===== config.mk =====
export PLATFORM = sky130hd
export DESIGN_NAME = gc_refresh_rotation_ctrl
export DESIGN_NICKNAME = d
export VERILOG_FILES = /design/src/rtl/gc_refresh_rotation_ctrl.sv
export SDC_FILE = /design/constraint.sdc
export NUM_CORES = 1
export LEC_CHECK = 0
export CAP_MARGIN = 20
export CORE_AREA = 2 2 145 147
export DETAILED_ROUTE_END_ITERATION = 12
export DIE_AREA = 0 0 147 149
export HOLD_SLACK_MARGIN = 0.15
export PLACE_DENSITY = 0.61
export SLEW_MARGIN = 15
export SYNTH_ARGS = -nofsm -noshare
export SYNTH_HDL_FRONTEND = slang
export SYNTH_SLANG_ARGS = --single-unit

===== constraint.sdc =====
create_clock -name clk -period 1.55 [get_ports clk]
set_input_delay 0.31 -clock clk [delete_from_list [all_inputs] [get_ports clk]]
set_output_delay 0.31 -clock clk [all_outputs]
set_load 0.02 [all_outputs]

===== src/rtl/gc_refresh_rotation_ctrl.sv =====
// ============================================================================
// Module   : gc_refresh_rotation_ctrl
// Brief    : Steers user access to the active gain-cell bank and rotates the
//            active bank through a three-bank refresh ring via sweep copies.
// Revision : 1.0
// ============================================================================
`default_nettype none

module gc_refresh_rotation_ctrl #(
    parameter int DATA_W       = 64,
    parameter int ADDR_W       = 7,
    parameter int DEPTH        = 128,
    parameter int REF_INTERVAL = 2000
) (
    input  logic                  clk,
    input  logic                  rst,
    input  logic                  user_we,
    input  logic                  user_re,
    input  logic [ADDR_W-1:0]     user_waddr,
    input  logic [ADDR_W-1:0]     user_raddr,
    input  logic [DATA_W-1:0]     user_wdata,
    input  logic                  ref_req,
    input  logic [3*DATA_W-1:0]   bank_rd,
    input  logic [2:0]            bank_ref_done,
    output logic [2:0]            u_we,
    output logic [2:0]            u_re,
    output logic [2:0]            ref_en,
    output logic [2:0]            start_sr,
    output logic [ADDR_W-1:0]     u_waddr,
    output logic [ADDR_W-1:0]     u_raddr,
    output logic [DATA_W-1:0]     user_rdata,
    output logic                  user_rvalid,
    output logic [1:0]            active_bank,
    output logic                  ref_busy,
    output logic                  ref_err
);

    localparam int c_icnt_w = $clog2(REF_INTERVAL + 1);
    localparam int c_scnt_w = ADDR_W + 1;

    localparam logic [c_icnt_w-1:0] c_icnt_last = c_icnt_w'(REF_INTERVAL - 1);
    localparam logic [c_scnt_w-1:0] c_scnt_last = c_scnt_w'(DEPTH);

    localparam logic [1:0] c_idle   = 2'd0;
    localparam logic [1:0] c_start  = 2'd1;
    localparam logic [1:0] c_sweep  = 2'd2;
    localparam logic [1:0] c_rotate = 2'd3;

    logic [1:0]          r_state;
    logic [1:0]          r_active;
    logic [c_icnt_w-1:0] r_icnt;
    logic [c_scnt_w-1:0] r_sweep_cnt;
    logic                r_seen;
    logic                r_err;

    logic                r_rd_v1;
    logic [1:0]          r_rd_sel1;
    logic                r_rd_v2;
    logic [1:0]          r_rd_sel2;

    logic [1:0]          w_dst;
    logic [2:0]          w_src_oh;
    logic [2:0]          w_dst_oh;
    logic                w_done_dst;
    logic [1:0]          w_rd_sel;
    logic [DATA_W-1:0]   w_bank_rd [3];
    logic [DATA_W-1:0]   w_rd_mux;

    // ------------------------------------------------------------------
    // Ring arithmetic
    // ------------------------------------------------------------------
    assign w_dst      = (r_active == 2'd2) ? 2'd0 : r_active + 2'd1;
    assign w_src_oh   = 3'b001 << r_active;
    assign w_dst_oh   = 3'b001 << w_dst;
    assign w_done_dst = |(bank_ref_done & w_dst_oh);

    genvar gi;
    generate
        for (gi = 0; gi < 3; gi++) begin : g_rd_slice
            assign w_bank_rd[gi] = bank_rd[gi*DATA_W +: DATA_W];
        end
    endgenerate

    // ------------------------------------------------------------------
    // Refresh sequencer
    // ------------------------------------------------------------------
    always_ff @(posedge clk or posedge rst) begin
        if (rst) begin
            r_state     <= c_idle;
            r_active    <= 2'd0;
            r_icnt      <= '0;
            r_sweep_cnt <= '0;
            r_seen      <= 1'b0;
            r_err       <= 1'b0;
        end else begin
            case (r_state)
                c_idle: begin
                    r_seen <= 1'b0;
                    r_icnt <= r_icnt + 1'b1;
                    if ((r_icnt == c_icnt_last) || ref_req) begin
                        r_state <= c_start;
                    end
                end
                c_start: begin
                    r_sweep_cnt <= '0;
                    r_state     <= c_sweep;
                    if (w_done_dst) begin
                        r_seen <= 1'b1;
                    end
                end
                c_sweep: begin
                    if (w_done_dst) begin
                        r_seen <= 1'b1;
                    end
                    // Count saturates at DEPTH; that final cycle ends the sweep.
                    if (r_sweep_cnt == c_scnt_last) begin
                        r_state <= c_rotate;
                    end else begin
                        r_sweep_cnt <= r_sweep_cnt + 1'b1;
                    end
                end
                c_rotate: begin
                    r_active <= w_dst;
                    r_icnt   <= '0;
                    if (!r_seen) begin
                        r_err <= 1'b1;
                    end
                    r_state <= c_idle;
                end
                default: begin
                    r_state <= c_idle;
                end
            endcase
        end
    end

    // ------------------------------------------------------------------
    // Read select: words below the sweep count already live in dst
    // ------------------------------------------------------------------
    always_comb begin
        w_rd_sel = r_active;
        if ((r_state == c_sweep) && ({1'b0, user_raddr} < r_sweep_cnt)) begin
            w_rd_sel = w_dst;
        end
    end

    always_ff @(posedge clk or posedge rst) begin
        if (rst) begin
            r_rd_v1   <= 1'b0;
            r_rd_sel1 <= 2'd0;
            r_rd_v2   <= 1'b0;
            r_rd_sel2 <= 2'd0;
        end else begin
            r_rd_v1   <= user_re;
            r_rd_sel1 <= w_rd_sel;
            r_rd_v2   <= r_rd_v1;
            r_rd_sel2 <= r_rd_sel1;
        end
    end

    always_comb begin
        case (r_rd_sel2)
            2'd0:    w_rd_mux = w_bank_rd[0];
            2'd1:    w_rd_mux = w_bank_rd[1];
            default: w_rd_mux = w_bank_rd[2];
        endcase
    end

    // ------------------------------------------------------------------
    // Outputs
    // ------------------------------------------------------------------
    assign u_we        = user_we ? w_src_oh : 3'b000;
    assign u_re        = user_re ? w_src_oh : 3'b000;
    assign start_sr    = (r_state == c_start) ? w_src_oh : 3'b000;
    assign ref_en      = ((r_state == c_start) || (r_state == c_sweep)) ? w_src_oh : 3'b000;
    assign u_waddr     = user_waddr;
    assign u_raddr     = user_raddr;
    assign user_rvalid = r_rd_v2;
    assign user_rdata  = r_rd_v2 ? w_rd_mux : '0;
    assign active_bank = r_active;
    assign ref_busy    = (r_state != c_idle);
    assign ref_err     = r_err;

    // Write data goes straight to the banks' u_data_in and is not used here.
    logic w_unused_wdata;
    assign w_unused_wdata = ^user_wdata;

endmodule

`default_nettype wire


# == Yosys cells after proc, flatten, opt, wreduce, memory -nomap -nowiden ==
# Index checks and enable logic that the tools add are counted.
# totals
register_bits,31
in_bits,278
output_inout_bits,95
elab_cells,60
# classes
n_addsub,3
magnitude_cmp,1
n_eq_ne,11
shifts,2
muxes,16
bitwise,2
reduce_logical,15
# op_table
operator,n
$pmux 64 s2,1
$mux 64,1
$pmux 11 s2,1
$pmux 8 s2,1
$mux 3,4
$add 11x1->11 const B,1
$eq 11x11->1 const B,1
$add 8x1->8 const B,1
$eq 8x8->1 const B,1
$lt 7x8->1,1
$mux 2,4
$mux 8,1
$pmux 2 s4,1
$reduce_and 2->1,4
$reduce_bool 2->1,4
$eq 2x2->1 const B,3
$ne 2x2->1 const B,3
$shl 1x2->3 const A,2
$eq 2x1->1 const B,2
$logic_not 2->1,2
$and 3x3->3,1
$reduce_or 3->1,1
$add 2x1->2 const B,1
$logic_or 1x1->1,2
other kinds (6),6

# == Depth between registers and ports, before layout ==
# Gate-level depths: netlist of the first run.
# logic_depth
word_depth,7
mapped_depth,6
depth_no_buf,6

# == Worst setup path after synthesis of the first run ==
# OpenSTA, ideal clock, no wires.
# synth_timing
path_type,register to register
from,reg r_sweep_cnt[2]
to,reg r_rd_sel1[0]
setup_ns,0.125
t_arrival_ns,1.519
required_ns,1.425
slack_ns,-0.094
path_stages_with_launch,7
path_buffers,0
period_less_slack_ns,1.644
cell_sequence,dfrtp_1 > inv_1 > ha_1 > o21a_1 > nor2_1 > o311a_2 > mux2_2
# synth_between
elab_chain_len,3
# synth_rtl
item,line_no,text
"start, declared",52,logic [c_scnt_w-1:0] r_sweep_cnt;
"start signal, assigned",119,r_sweep_cnt <= r_sweep_cnt + 1'b1;
$lt 7x8->1,142,"if ((r_state == c_sweep) && ({1'b0, user_raddr} < r_sweep_cnt)) begin"
$logic_and 1x1->1,142,
$mux 2,142,
named net w_rd_sel[0],65,logic [1:0] w_rd_sel;
"end signal, assigned",155,r_rd_sel1 <= w_rd_sel;
"end, declared",57,logic [1:0] r_rd_sel1;
# The timed path passes the listed nets, and every way through them passes these cells.
# A chain may end at the register's enable or synchronous reset.

# == Final worst setup path of the first run ==
# layout_timing
from,reg r_rd_sel2[0]
to,out user_rdata[28]
# layout_between
elab_chain_len,3
word_cells_on_any_way,4
cone_classes,eq/ne: 1; mux: 2; reduce/logical: 1
# layout_rtl
item,line_no,text
"start, declared",59,logic [1:0] r_rd_sel2;
"start signal, assigned",157,r_rd_sel2 <= r_rd_sel1;
$eq 2x1->1 or $logic_not 2->1 (tied branches),162,case (r_rd_sel2)
$pmux 64 s2 *,162,
$mux 64 *,179,assign user_rdata = r_rd_v2 ? w_rd_mux : '0;
"end, declared",31,"output logic [DATA_W-1:0] user_rdata,"
# Every way passes the cells marked *; elsewhere a longest branch is shown, timed or not.

==> flow_summary.json, run 1 <==
{
  "status": "finished with violations",
  "violations": "negative setup slack",
  "path_buf_inv": 5,
  "drive_gt1_frac": 0.347,
  "antenna_found_initial": 0,
  "synth-seq-area-share": 0.218,
  "arrival_ps": 1820,
  "max_slew_margin": 0.757,
  "cts_buffers": 5,
  "worstPathCellList": "buf_12 > buf_6 > buf_6 > buf_6 > mux2i_2 > o21ai_1 > and2_1 > buf_6",
  "cp_data_required_time_ps": 1240,
  "fin_cells": 1108,
  "finalHoldViolations": 0,
  "die-area_mm2": 0.0219,
  "boundaryPins": 373,
  "clock_sinks": 31,
  "leakage_nw": 3.63,
  "crit_path_start_kind": "flip-flop",
  "nets": 1123,
  "peakVddDrop_v": 0.000482,
  "drv_cap": 0,
  "yosys_register_bits": 31,
  "post_drt_via_cell_ratio": 4.17,
  "grt_pass1_wl_mm": 25.1,
  "area_delta_synth_final_pct": 136,
  "async_flop_share": 1.00,
  "drcViolationCount": 0,
  "synth_warnings": 0,
  "syn_nets": 759,
  "fmax_mhz": 469,
  "numPortBuffers": 294,
  "avgRoutedWirePerCell_um": 15.7,
  "path_class": "flip-flop to output pin",
  "hp-class": "flip-flop to flip-flop",
  "cp-end-kind": "output pin",
  "cts_tree": "yes",
  "coreArea_mm2": 0.0206,
  "clockRootBuffer": "clkbuf_16",
  "worst_path_max_delay_cell": "dfrtp_4",
  "start_util": 0.173,
  "syn_avg_cell_area_um2": 7.60,
  "drt.antenna.violating_nets": 0,
  "post-route-worst-setup-slack_ps": -584,
  "die_w_um": 147,
  "grt_usage": 0.143,
  "dp_cells": 1054,
  "syn_inst": 468,
  "synth_edf_count": 0,
  "htreeDepth": 2,
  "synth.distinct_cells": 41,
  "grt_overflow": 0,
  "dr.first_iter.drc_count": 222,
  "fp.dieH_um": 149,
  "final_core_util": 0.408,
  "dp_hpwl_mm": 13.1,
  "power_density_mw_per_mm2": 421,
  "timing.final.crit_share": 1.38,
  "clk_pin_slew_ps": 50,
  "grt_pass1_vias": 4504,
  "critPathMostFrequentCell": "buf_6",
  "rows": 53,
  "drt_wl_total_mm": 17.4,
  "grt_max_degree": 32,
  "fin_worst_skew_ps": 4.25,
  "max_stage_delay_ps": 510,
  "finalCriticalPeriod_ps": 2130,
  "rsz0062_at_grt": "true",
  "clk_latency_ps": 270,
  "cpLargestDelayFamily": "buffers and inverters",
  "p_total_w": 0.00353,
  "fillCellCount": 2059,
  "tightest_slew_ps": 365,
  "gp_congestion": 0.828,
  "path_max_fanout": 5,
  "hold-worst-slack_ps": 344,
  "num_vias": 4621,
  "drv_slew": 0,
  "clock_path_buffers": 2,
  "setup_viol": 77,
  "syn_area_mm2": 0.00356,
  "firstDrtPassIters": 4,
  "ys.flop_type": "dfrtp_1",
  "diodes": 0
}
cell families (layout without fill, tap and decap cells):
group	after synthesis	after routing	share of synthesized area
muxes	73	73	0.209
AOI/OAI and AO/OA	94	94	0.147
DFF	31	31	0.218
and+or+nand+nor	191	191	0.279
xor gates and xnor gates	7	7	0.0172
adders and majority gates	13	13	0.0457
buffers and inverters	59	424	0.0841
cell usage after synthesis, types with 2 or more instances:
cell / count / area share
mux2i_1: 66 / 0.19
nand4_1: 6 / 0.011
or3_1: 2 / 0.0035
nor2_1: 13 / 0.014
nand2_1: 72 / 0.076
o31ai_1: 3 / 0.0063
o21ai_0: 73 / 0.10
and2_1: 77 / 0.14
buf_2: 2 / 0.0028
nand2b_1: 2 / 0.0035
mux2_2: 6 / 0.019
nor3_1: 5 / 0.0070
ha_1: 13 / 0.046
nand4b_1: 2 / 0.0049
buf_4: 20 / 0.042
nor2b_1: 3 / 0.0053
nand3_1: 4 / 0.0056
clkbuf_1: 21 / 0.022
xnor2_1: 4 / 0.0099
inv_1: 15 / 0.016
dfrtp_1: 31 / 0.22
a21oi_1: 6 / 0.0084
a31oi_1: 2 / 0.0035
xor2_1: 3 / 0.0074
where the power goes:
group | total (W) | switching [W] | leakage, nW | internal (W)
Sequential | 0.000826 | 0.00000658 | 0.396 | 0.000819
Clock | 0.000910 | 0.000318 | 0.0679 | 0.000591
Combinational | 0.00180 | 0.000674 | 3.16 | 0.00112
registers in the layout, indices dropped and copies added (netlist names):
name,flops
ref_err,1
r_rd_v1,1
r_rd_sel2,2
active_bank,2
r_icnt,11
user_rvalid,1
r_sweep_cnt,8
r_state,2
r_rd_sel1,2
r_seen,1
final timing paths:
path	from	end	slack, ps	depth (start not counted)
min	r_rd_v1	user_rvalid	340	0
max	r_rd_sel2[0]	user_rdata[28]	-580	8
min reg2reg	r_rd_v1	user_rvalid	340	0
max in group asynchronous	rst	r_rd_sel2[0]	980	3
min in group asynchronous	rst	r_sweep_cnt[0]	380	3
max reg2reg	r_sweep_cnt[6]	r_rd_sel1[0]	-110	6
final cells by class:
cell class,instances,area (µm²),share of cell area
clock inverters,1,5.00,0.000597
well taps,275,344,0.0410
multi-input cells,378,2890,0.345
repair buffers,401,4160,0.497
flip-flops and latches,31,787,0.0939
inverters,15,58.8,0.00701
clock buffers,7,133,0.0158
cell usage in the layout, fill, tap and decap left out, types with 7 or more instances in the layout:
cell type / Yosys / layout
inv_1: 15 / 7
nor2_1: 13 / 8
inv_2: 0 / 7
buf_6: 0 / 85
clkdlybuf4s50_1: 0 / 202
nand2_1: 72 / 65
and2_1: 77 / 55
and2_4: 0 / 22
o21ai_0: 73 / 9
dfrtp_1: 31 / 26
o21ai_2: 0 / 9
buf_8: 0 / 7
ha_4: 0 / 7
buf_12: 0 / 14
buf_4: 20 / 72
mux2i_1: 66 / 57
dlygate4sd2_1: 0 / 8
o21ai_1: 0 / 54
through the flow:
stage,TNS [ps],worst slack [ps],area (µm²)
floorplan,-156,-78.0,3580
global placement,-39330,-680,7190
detailed placement,-39830,-638,7190
CTS,-27990,-580,7920
global route,-31460,-644,8380
finish,-26350,-584,8380
layer usage:
layer	GRT usage	vias to the layer above	routed length [µm]
li1	-	2321	-
met2	0.245	180	8470
met4	0.0293	0	300
met5	0	-	0
met1	0.186	2103	7410
met3	0.0315	17	1240
repair_timing:
| action | 4_1_cts | 5_1_grt |
|---|---|---|
| setup buffers | 29 | 19 |
| hold buffers | 0 | 0 |
| resized for setup | 511 | 132 |
| setup endpoints to repair | 98 | 94 |
| endpoints found under the hold margin | 0 | 0 |
| pin swaps | 51 | 62 |
| gates cloned | 4 | 2 |
Note: power is estimated with default switching activity, not from simulation.
==> run 2, diff against run 1 <==
==> constraint.sdc (replaced) <==
create_clock -name clk -period 1.55 [get_ports clk]
set_input_delay 0.155 -clock clk [delete_from_list [all_inputs] [get_ports clk]]
set_output_delay 0.155 -clock clk [all_outputs]
set_load 0.02 [all_outputs]
==> run 2 against run 1 <==
Effect of this change:
- the run still ends with negative setup slack left
- wire length fell by 2.4%
- core utilization fell by 1.4 points
- non-clock buffer count fell by 17
- worst setup slack improved by 200 ps
==> flow_summary.json, run 2 (synthesis results as in run 1) <==
{
  "die_w_um": 147,
  "firstDrtPassIters": 4,
  "fp.dieH_um": 149,
  "numPortBuffers": 294,
  "reg2reg_slack_ps": -110,
  "arrival_ps": 1770,
  "peakVddDrop_v": 0.000308,
  "antenna_found_initial": 0,
  "cp_data_required_time_ps": 1390,
  "drv_cap": 0,
  "finalCriticalPeriod_ps": 1930,
  "cp-end-kind": "output pin",
  "path_class": "flip-flop to output pin",
  "mostFrequentLayoutCell": "clkdlybuf4s50_1",
  "holdBufCountCts": 0,
  "setup_viol": 68,
  "drv_slew": 0,
  "status": "finished with violations",
  "drive_gt1_frac": 0.295,
  "grt_usage": 0.138,
  "fmax_mhz": 518,
  "post-route-worst-setup-slack_ps": -380,
  "use_met2": 0.239,
  "fin_worst_skew_ps": 7.19,
  "path_max_fanout": 8,
  "tightest_slew_ps": 431,
  "boundaryPins": 373,
  "diodes": 0,
  "htreeDepth": 2,
  "avgRoutedWirePerCell_um": 15.6,
  "clk_latency_ps": 280,
  "die-area_mm2": 0.0219,
  "num_vias": 4503,
  "clk_pin_slew_ps": 60,
  "coreArea_mm2": 0.0206,
  "cts_buffers": 5,
  "start_util": 0.173,
  "clockRootBuffer": "clkbuf_16",
  "use_met1": 0.179,
  "area_delta_synth_final_pct": 128,
  "p_total_w": 0.00372,
  "mostFrequentLayoutCells": "clkdlybuf4s50_1 (214), buf_6 (87), nand2_1 (72)",
  "crit_path_start_kind": "flip-flop",
  "cts_tree": "yes",
  "reg.largest.list": "r_icnt: 11 flops, r_sweep_cnt: 8 flops",
  "rows": 53,
  "drt.antenna.violating_nets": 0,
  "violations": "negative setup slack",
  "nets": 1106,
  "hp-class": "input port to asynchronous set/reset pin",
  "clock_path_buffers": 2,
  "max_slew_margin": 0.712,
  "dr.first_iter.drc_count": 114,
  "largest_reg_flops": 11,
  "leakage_nw": 3.45,
  "fin_cells": 1091,
  "post_drt_via_cell_ratio": 4.13,
  "grt.met3_usage": 0.0355,
  "grt.busiest_layer": "met2",
  "dp_cells": 1043,
  "power_density_mw_per_mm2": 459,
  "grt_max_degree": 45,
  "rsz0062_at_grt": "true",
  "clock_sinks": 31,
  "largest-register": "r_icnt",
  "timing.final.crit_share": 1.24,
  "dp_hpwl_mm": 12.9,
  "grt_pass1_vias": 4348,
  "gp_congestion": 0.776,
  "grt_pass1_wl_mm": 24.2,
  "grt_overflow": 0,
  "drt_wl_total_mm": 17.0,
  "finalHoldViolations": 0,
  "drcViolationCount": 0
}
[run 2: cell types whose count changed in the layout (fill, tap and decap cells not counted), moves of 5 or more]
cell / previous run / this run
buf_4: 72 / 51
nand2_2: 6 / 0
and2_1: 55 / 65
nand2_1: 65 / 72
dlygate4sd2_1: 8 / 3
o21ai_2: 9 / 0
o21ai_1: 54 / 66
clkdlybuf4s50_1: 202 / 214
buf_8: 7 / 1
and2_4: 22 / 12
[run 2: layout make-up]
cell class | count | area (µm²)
clock buffers | 7 | 153
clock inverters | 1 | 7.51
fillers | 2049 | 12500
inverters | 15 | 56.3
multi-input cells | 378 | 2800
flip-flops and latches | 31 | 787
well taps | 275 | 344
repair buffers | 384 | 3950
[run 2: stage by stage]
| stage | setup WS, ps | TNS, ps | area (µm²) | hold WS (ps) | util |
|---|---|---|---|---|---|
| 3_3_place_gp | -466 | -23860 | 7050 | 310 | 0.343 |
| 6_report | -380 | -17820 | 8100 | 270 | 0.394 |
| 4_1_cts | -443 | -17550 | 7420 | 287 | 0.361 |
| 3_5_place_dp | -478 | -24650 | 7050 | 310 | 0.343 |
| 5_1_grt | -446 | -22890 | 8100 | 310 | 0.394 |
| 2_1_floorplan | -78.0 | -156 | 3570 | 186 | - |
[run 2: worst paths after layout]
check / start / endpoint / cells after the start
min: rst / r_sweep_cnt[3] / 3
max reg2reg: r_sweep_cnt[5] / r_rd_sel1[1] / 5
min reg2reg: r_rd_v1 / user_rvalid / 0
max in group asynchronous: rst / r_rd_sel2[0] / 3
max: r_rd_sel2[0] / user_rdata[62] / 7
min in group clk: user_waddr[6] / u_waddr[6] / 0
[run 2: repair_timing]
action	CTS	global route
setup buffers	15	23
gates cloned	2	2
endpoints found under the setup margin	89	91
pin swaps	20	95
gates resized for setup	396	182
hold endpoints to repair	0	0
[run 2: layer usage]
layer / vias up / share of wire / wire (µm)
li1: 2281 / - / -
met1: 2048 / 0.44 / 7450
met2: 163 / 0.49 / 8270
met3: 11 / 0.068 / 1160
met4: 0 / 0.0073 / 124
met5: - / 0 / 0
[run 2: critical path, cell delays in order (launching register included)]
cell and delay, ps:
dfrtp_4 500, buf_12 150, buf_16 150, buf_12 130, mux2i_2 140, o21ai_1 150, and2_1 160, buf_6 120
[run 2: report_power, final]
group / internal (W) / total [W] / switching [W]
combinational: 0.00117 / 0.00184 / 0.000667
clock: 0.000683 / 0.00105 / 0.000367
sequential: 0.000818 / 0.000827 / 0.00000857
total: 0.00267 / 0.00372 / 0.00104
